**src/rtl/bram_req_adapter.sv**
```systemverilog
// Valid/ready front-end for a single-port byte-enable BRAM.
// Credits cover in-flight reads plus queued responses, so BRAM data is never dropped.
module bram_req_adapter #(
  parameter  int DATA_WIDTH   = 32,
  parameter  int BYTE_WIDTH   = 8,
  parameter  int RAM_DEPTH    = 1024,
  parameter  int READ_LATENCY = 2,
  parameter  int RSP_DEPTH    = 4,
  localparam int NB_BYTES     = (DATA_WIDTH + BYTE_WIDTH - 1) / BYTE_WIDTH,
  localparam int ADDR_WIDTH   = $clog2(RAM_DEPTH)
) (
  input  logic                  clk_i,
  input  logic                  rst_i,
  input  logic                  req_valid_i,
  output logic                  req_ready_o,
  input  logic                  req_we_i,
  input  logic [NB_BYTES-1:0]   req_be_i,
  input  logic [ADDR_WIDTH-1:0] req_addr_i,
  input  logic [DATA_WIDTH-1:0] req_wdata_i,
  output logic                  rsp_valid_o,
  input  logic                  rsp_ready_i,
  output logic [DATA_WIDTH-1:0] rsp_rdata_o,
  output logic                  bram_re_o,
  output logic [NB_BYTES-1:0]   bram_we_o,
  output logic [ADDR_WIDTH-1:0] bram_addr_o,
  output logic [DATA_WIDTH-1:0] bram_wdata_o,
  output logic                  bram_regce_o,
  input  logic [DATA_WIDTH-1:0] bram_rdata_i
);

  localparam int CW = $clog2(RSP_DEPTH + 1);
  localparam int PW = $clog2(RSP_DEPTH);
  localparam logic [CW-1:0] DEPTH_C = CW'(RSP_DEPTH);
  localparam logic [PW-1:0] LAST_C  = PW'(RSP_DEPTH - 1);

  if (READ_LATENCY != 1 && READ_LATENCY != 2) begin : g_bad_lat
    $error("READ_LATENCY must be 1 or 2");
  end
  if (RSP_DEPTH < READ_LATENCY + 1) begin : g_bad_depth
    $error("RSP_DEPTH must be at least READ_LATENCY+1");
  end

  logic                    fire;
  logic                    push;
  logic                    pop;
  logic                    empty;
  logic [READ_LATENCY-1:0] vld;
  logic [CW-1:0]           outstanding;
  logic [CW-1:0]           count;
  logic [PW-1:0]           wptr;
  logic [PW-1:0]           rptr;
  logic [DATA_WIDTH-1:0]   mem [RSP_DEPTH];

  function automatic logic [PW-1:0] ptr_inc(input logic [PW-1:0] p);
    return (p == LAST_C) ? '0 : p + 1'b1;
  endfunction

  // Admission depends only on registered credit state and reset.
  assign req_ready_o  = !rst_i && (outstanding < DEPTH_C);
  assign fire         = req_valid_i & req_ready_o;

  assign bram_re_o    = fire;
  assign bram_we_o    = (fire && req_we_i) ? req_be_i : '0;
  assign bram_addr_o  = req_addr_i;
  assign bram_wdata_o = req_wdata_i;

  if (READ_LATENCY == 1) begin : g_lat1
    always_ff @(posedge clk_i) begin
      if (rst_i) vld <= '0;
      else       vld <= fire;
    end
    assign bram_regce_o = 1'b1;
  end else begin : g_lat2
    always_ff @(posedge clk_i) begin
      if (rst_i) vld <= '0;
      else       vld <= {vld[0], fire};
    end
    assign bram_regce_o = vld[0];
  end

  assign push        = vld[READ_LATENCY-1];
  assign empty       = (count == '0);
  assign pop         = !empty && rsp_ready_i;
  assign rsp_valid_o = !empty;
  assign rsp_rdata_o = empty ? '0 : mem[rptr];

  always_ff @(posedge clk_i) begin
    if (rst_i) begin
      wptr        <= '0;
      rptr        <= '0;
      count       <= '0;
      outstanding <= '0;
    end else begin
      if (push) wptr <= ptr_inc(wptr);
      if (pop)  rptr <= ptr_inc(rptr);
      count       <= count + CW'(push) - CW'(pop);
      outstanding <= outstanding + CW'(fire) - CW'(pop);
    end
  end

  always_ff @(posedge clk_i) begin
    if (push) mem[wptr] <= bram_rdata_i;
  end

endmodule
```
**config.mk**
```make
export PLATFORM = sky130hd
export DESIGN_NAME = bram_req_adapter
export DESIGN_NICKNAME = d
export VERILOG_FILES = /design/src/rtl/bram_req_adapter.sv
export SDC_FILE = /design/constraint.sdc
export NUM_CORES = 1
export LEC_CHECK = 0
export ABC_AREA = 1
export BUFFER_PORTS_ARGS = -buffer_cell sky130_fd_sc_hd__buf_4
export CAP_MARGIN = 20
export CORE_ASPECT_RATIO = 1.2
export CORE_MARGIN = 4
export CORE_UTILIZATION = 48
export DETAILED_ROUTE_END_ITERATION = 8
export PLACE_DENSITY_LB_ADDON = 0.15
export SLEW_MARGIN = 20
export SYNTH_ARGS = -nofsm -noshare
export SYNTH_HDL_FRONTEND = slang
export SYNTH_SLANG_ARGS = --single-unit
```
**constraint.sdc**
```tcl
create_clock -name clk_i -period 1.6 [get_ports clk_i]
set_input_delay 0.16 -clock clk_i [delete_from_list [all_inputs] [get_ports clk_i]]
set_output_delay 0.16 -clock clk_i [all_outputs]
set_load 0.01 [all_outputs]
```
Word-level counts from Yosys, hierarchy flattened
Memories as Yosys holds them, arrays and structs flattened. A register that Yosys moved wholly into a read port is not among the register bits.
Index checks and enable logic that the tools add are counted.
{ "classes": {"add_sub_neg": 6, "magnitude_cmp": 1, "n_eq_ne": 2, "mux": 8, "bitwise": 1, "n_reduce_logical": 6} }
{ "op_table": {"columns": ["cell", "count"], "rows": [
  ["32-bit two-way mux", 1],
  ["2-bit two-way mux", 4],
  ["3-bit by 1-bit adder with 3-bit output", 2],
  ["3-bit by 1-bit subtractor with 3-bit output", 2],
  ["2-bit by 1-bit adder with 2-bit output, second input constant", 2],
  ["2-bit == test, second input constant", 2],
  ["4-bit two-way mux", 1],
  ["1-bit logical AND", 3],
  ["3-bit zero test", 1],
  ["3-bit < comparator, second input constant", 1],
  ["1-bit zero test", 2],
  ["1-bit two-way mux", 2],
  ["1-bit bitwise AND", 1]
]} }
{ "totals": {"register_bits": 12, "mem_bits_rw": 128, "inputBits": 83, "output_inout_bits": 82, "elab_cells": 30, "mem_count": 1} }
{ "memory_table": {"columns": ["name", "words", "width", "read_ports", "rd_clocked_by_memory_dff", "wr", "line", "source"], "rows": [
  ["mem", 4, 32, 1, 1, 1, "52", "logic [DATA_WIDTH-1:0] mem [RSP_DEPTH];"]
]} }

Logic depth before layout (Yosys ltp)
{ "depth": {"depth_word": 5, "depth_mapped": 11, "mapped_depth_nobuf": 11} }

Worst setup path after synthesis
Ideal clock, no wire load.
{ "synth_timing": {"path_type": "register -> register", "startpoint": "register count[1]", "endpoint": "register outstanding[2]", "setup_time_ns": 0.113, "arrival_time_ns": 1.671, "t_required_ns": 1.487, "path_slack_ns": -0.183, "path_stages_with_launch": 12, "n_path_buf": 0, "period_less_slack_ns": 1.783, "path_cell_list": "dfxtp_1 -> nor2_1 -> nand2_2 -> nand2_1 -> xnor2_1 -> ha_1 -> inv_1 -> fa_1 -> xnor2_1 -> nand2_1 -> nand2_1 -> nor2_1"} }
{ "synth_via": {"elab_chain_len": 4} }
{ "synth_lines": {"columns": ["element", "line", "source"], "rows": [
  ["from (decl)", "49", "logic [CW-1:0] count;"],
  ["from (signal assigned)", "96", "count <= count + CW'(push) - CW'(pop);"],
  ["3-bit zero test", "82", "assign empty = (count == '0);"],
  ["1-bit zero test", null, null],
  ["named net rsp_valid_o", "20", "output logic rsp_valid_o,"],
  ["1-bit logical AND", "83", "assign pop = !empty && rsp_ready_i;"],
  ["3-bit by 1-bit subtractor with 3-bit output", "97", "outstanding <= outstanding + CW'(fire) - CW'(pop);"],
  ["to (signal assigned)", "97", null],
  ["to (decl)", "48", "logic [CW-1:0] outstanding;"]
]} }
The timed path passes the listed nets, and every way through them passes these cells.
A chain may end at the register's enable or synchronous reset.

Worst setup path in the final report
{ "layout_timing": {"startpoint": "register count[2]", "endpoint": "output rsp_rdata_o[28]"} }
{ "layout_via": {"elab_chain_len": 2} }
{ "layout_lines": {"columns": ["element", "line", "source"], "rows": [
  ["3-bit zero test", "82", null],
  ["32-bit two-way mux", "85", "assign rsp_rdata_o = empty ? '0 : mem[rptr];"],
  ["to (decl)", "22", "output logic [DATA_WIDTH-1:0] rsp_rdata_o,"]
]} }
Every way passes these cells.

==> out/metrics.yaml <==
post-synth-top-area-fraction: 0.602
critPathCaptureType: "output pin"
violations: "setup timing"
rr_worst_depth: 11
fin_crit_ps: 1770
setup_ws_ps: -165
critical_path_required_ps: 1440
max-cap-violations: 0
wirelength_microns: 13700
dr.pass1.iters: 4
slowest_delay_ps: 330
r2r-start: "count[2]$_SDFF_PP0_"
cts_tree: "done"
crit_path_cell_trace: "nor2_2, nand2_2, buf_6, clkinvlp_4, buf_12, a21oi_2, buf_4"
crit_family: "buffers and inverters"
hold_violations: 0
synth_edf_count: 128
dieArea_sq_mm: 0.0152
pre_cts_ws_ps: -153
netlist_instances: 641
synthArstFlopShare: 0
drv_slew: 0
syn_area_per_cell_sq_um: 9.96
ant_nets: 0
grt_max_degree: 29
drc: 0
grt_first_pass_wirelength_microns: 21400
ys_seq_area_frac: 0.646
cts-htree-levels: 4
ys.flop_type: "edfxtp_1"
critPathKind: "register to output pin"
cp_num_buf_inv: 4
rows: 45
finalSetupViolations: 36
p_per_area_mw_per_mm2: 1560
clk_transition_reported_paths_ps: 60
ys_seq_elements: 142
ir_drop_v: 0.000820
grt_overflow_total: 0
diodes: 0
start_kind: "register"
dp.final_hpwl_microns: 8060
die-height_microns: 134
min_from: "req_valid_i"
core_region_area_sq_mm: 0.0128
tightest_slew_ps: 321
power.share.combinational: 0.386
gp_congestion: 0.745
netlist.top_cell.by_area: "edfxtp_1"
critical_path.max_fanout: 18
final_nets: 840
internal_power_mw: 8.85
clkLatencyLatePin_ps: 410
synthTopCellsByArea: "edfxtp_1 (60%), nor2_1 (8.8%), nand2_1 (8.3%)"
vias_per_cell: 4.78
ios: 165
min_period_over_period: 1.10
maxSlewHeadroom: 0.786
critPathSlowestCell: "dfxtp_2"
clock_tree.buffer_depth: 2
outcome: "finished with violations"
drive_gt1_frac: 0.281
yosysMostFrequentCell: "nor2_1"
max_freq_mhz: 567
grt_pass1_vias: 4445
worst-path-stages: 7
grt_setup_unrepaired: "true"
cts.sinks: 142
grt_util_all_layers: 0.181
ys_types: 22
net-switching-power_mw: 4.16
p_leak_nw: 3.46
cts_buffers: 17
ys_top_cells_by_count: "nor2_1 (149), nand2_1 (141), edfxtp_1 (128)"
p_clk_frac: 0.281
syn_nets: 733
wl_per_cell_microns: 14.8
die_x_microns: 113
vias: 4415
clock_skew_ps: 5.89
holdCritPathClass: "input port to register"
yosys_warnings: 0
io_buffers: 80
synth_area_sq_mm: 0.00638
power_mw: 13.0
root_buffer: "clkbuf_16"
detail_route.iter0.violations: 252
hold_path_depth: 2
critPathLaunch: "count[2]$_SDFF_PP0_"
sw_frac_of_total: 0.320
antenna_found_initial: 0
power.share.sequential: 0.333
area_growth_pct: 30.9
start_util: 0.497
cp.arrival_ps: 1610
[final timing paths]
path | end | slack (ps)
min | vld[0]$_SDFF_PP0_ | 30
min reg2reg | vld[1]$_SDFF_PP0_ | 430
max | rsp_rdata_o[28] | -170
max reg2reg | outstanding[2]$_SDFF_PP0_ | -150
[cell usage in the layout, fill, tap and decap left out, types with 2 or more instances in the layout]
cell	count
nor2_1	143
nand2_1	137
edfxtp_1	128
buf_4	102
inv_1	79
dlygate4sd3_1	32
a21oi_2	28
clkbuf_16	19
dfxtp_1	9
buf_12	9
clkinvlp_4	7
clkinv_2	7
nor2_2	6
a21oi_1	6
ha_1	5
buf_6	5
nand2_2	4
dfxtp_2	4
inv_2	3
xnor2_2	2
fa_2	2
ha_2	2
bufinv_16	2
buf_16	2
[state kept, by name, indices dropped and copies added (netlist names), named ones only]
| register | count |
|---|---|
| count | 3 |
| mem | 128 |
| outstanding | 3 |
| rptr | 2 |
| vld | 2 |
| wptr | 2 |
[power groups by stage]
stage	clock, mW	sequential, mW	combinational [mW]
CTS	3.72	4.35	4.56
global route	3.90	4.35	5.48
global placement	0	4.42	3.85
detailed placement	0	4.42	3.94
floorplan	0	4.37	2.31
finish	3.66	4.33	5.02
[timing repair]
item                                   CTS  global route
setup endpoints to repair               40            41
pin swaps                                5            10
cloned                                   1             2
setup buffers                            6             5
endpoints found under the hold margin  128             0
gates resized for setup                 32            37
hold buffers                            32             0
[worst reg2reg max path, cell delays in order (launching register included)]
cell     delay, ps
dfxtp_2        320
nor2_2         110
nand2_2         80
nand2_2        120
xnor2_2        130
ha_2           180
inv_1           40
fa_2           350
xnor2_2        150
nand2_1         70
nand2_1         60
nor2_1          40
[layout make-up]
cell class                      count  area (sq um)
Inverter                           87           342
Multi-Input combinational cell    346          1670
Timing Repair Buffer              154          1450
Tap cell                          164           205
Clock inverter                     13           126
Fill cell                         979          4490
Sequential cell                   142          4130
Clock buffer                       17           425
[stage by stage]
stage                     hold WS [ps]  TNS [ps]  area (sq um)   util  std cells
after floorplan                    259      -146          6410      -        641
after global placement             320      -137          7050  0.549        847
after detailed placement           320      -424          7050  0.549        847
after CTS                         12.1     -6040          8130  0.633        916
after global routing              28.0     -7200          8350  0.651        923
final                             29.7     -4450          8350  0.651        923
[kinds of logic (layout without fill, tap and decap cells)]
family / count (synthesis) / count (layout) / share of synthesized area
AND/OR/NAND/NOR: 296 / 296 / 0.177
buffers and inverters: 153 / 271 / 0.123
flip-flops: 142 / 142 / 0.646
AO/OA/AOI/OAI: 38 / 38 / 0.0298
adder cells (fa/ha/maj): 9 / 9 / 0.0200
XOR/XNOR: 3 / 3 / 0.00412
[layer usage]
layer | wire length (microns) | vias up | GRT usage
met5 | 0 | - | 0
met4 | 265 | 0 | 0.0708
met1 | 5470 | 2066 | 0.213
met2 | 7160 | 124 | 0.318
li1 | - | 2179 | -
met3 | 778 | 46 | 0.0447
(Power assumes the default switching activity.)
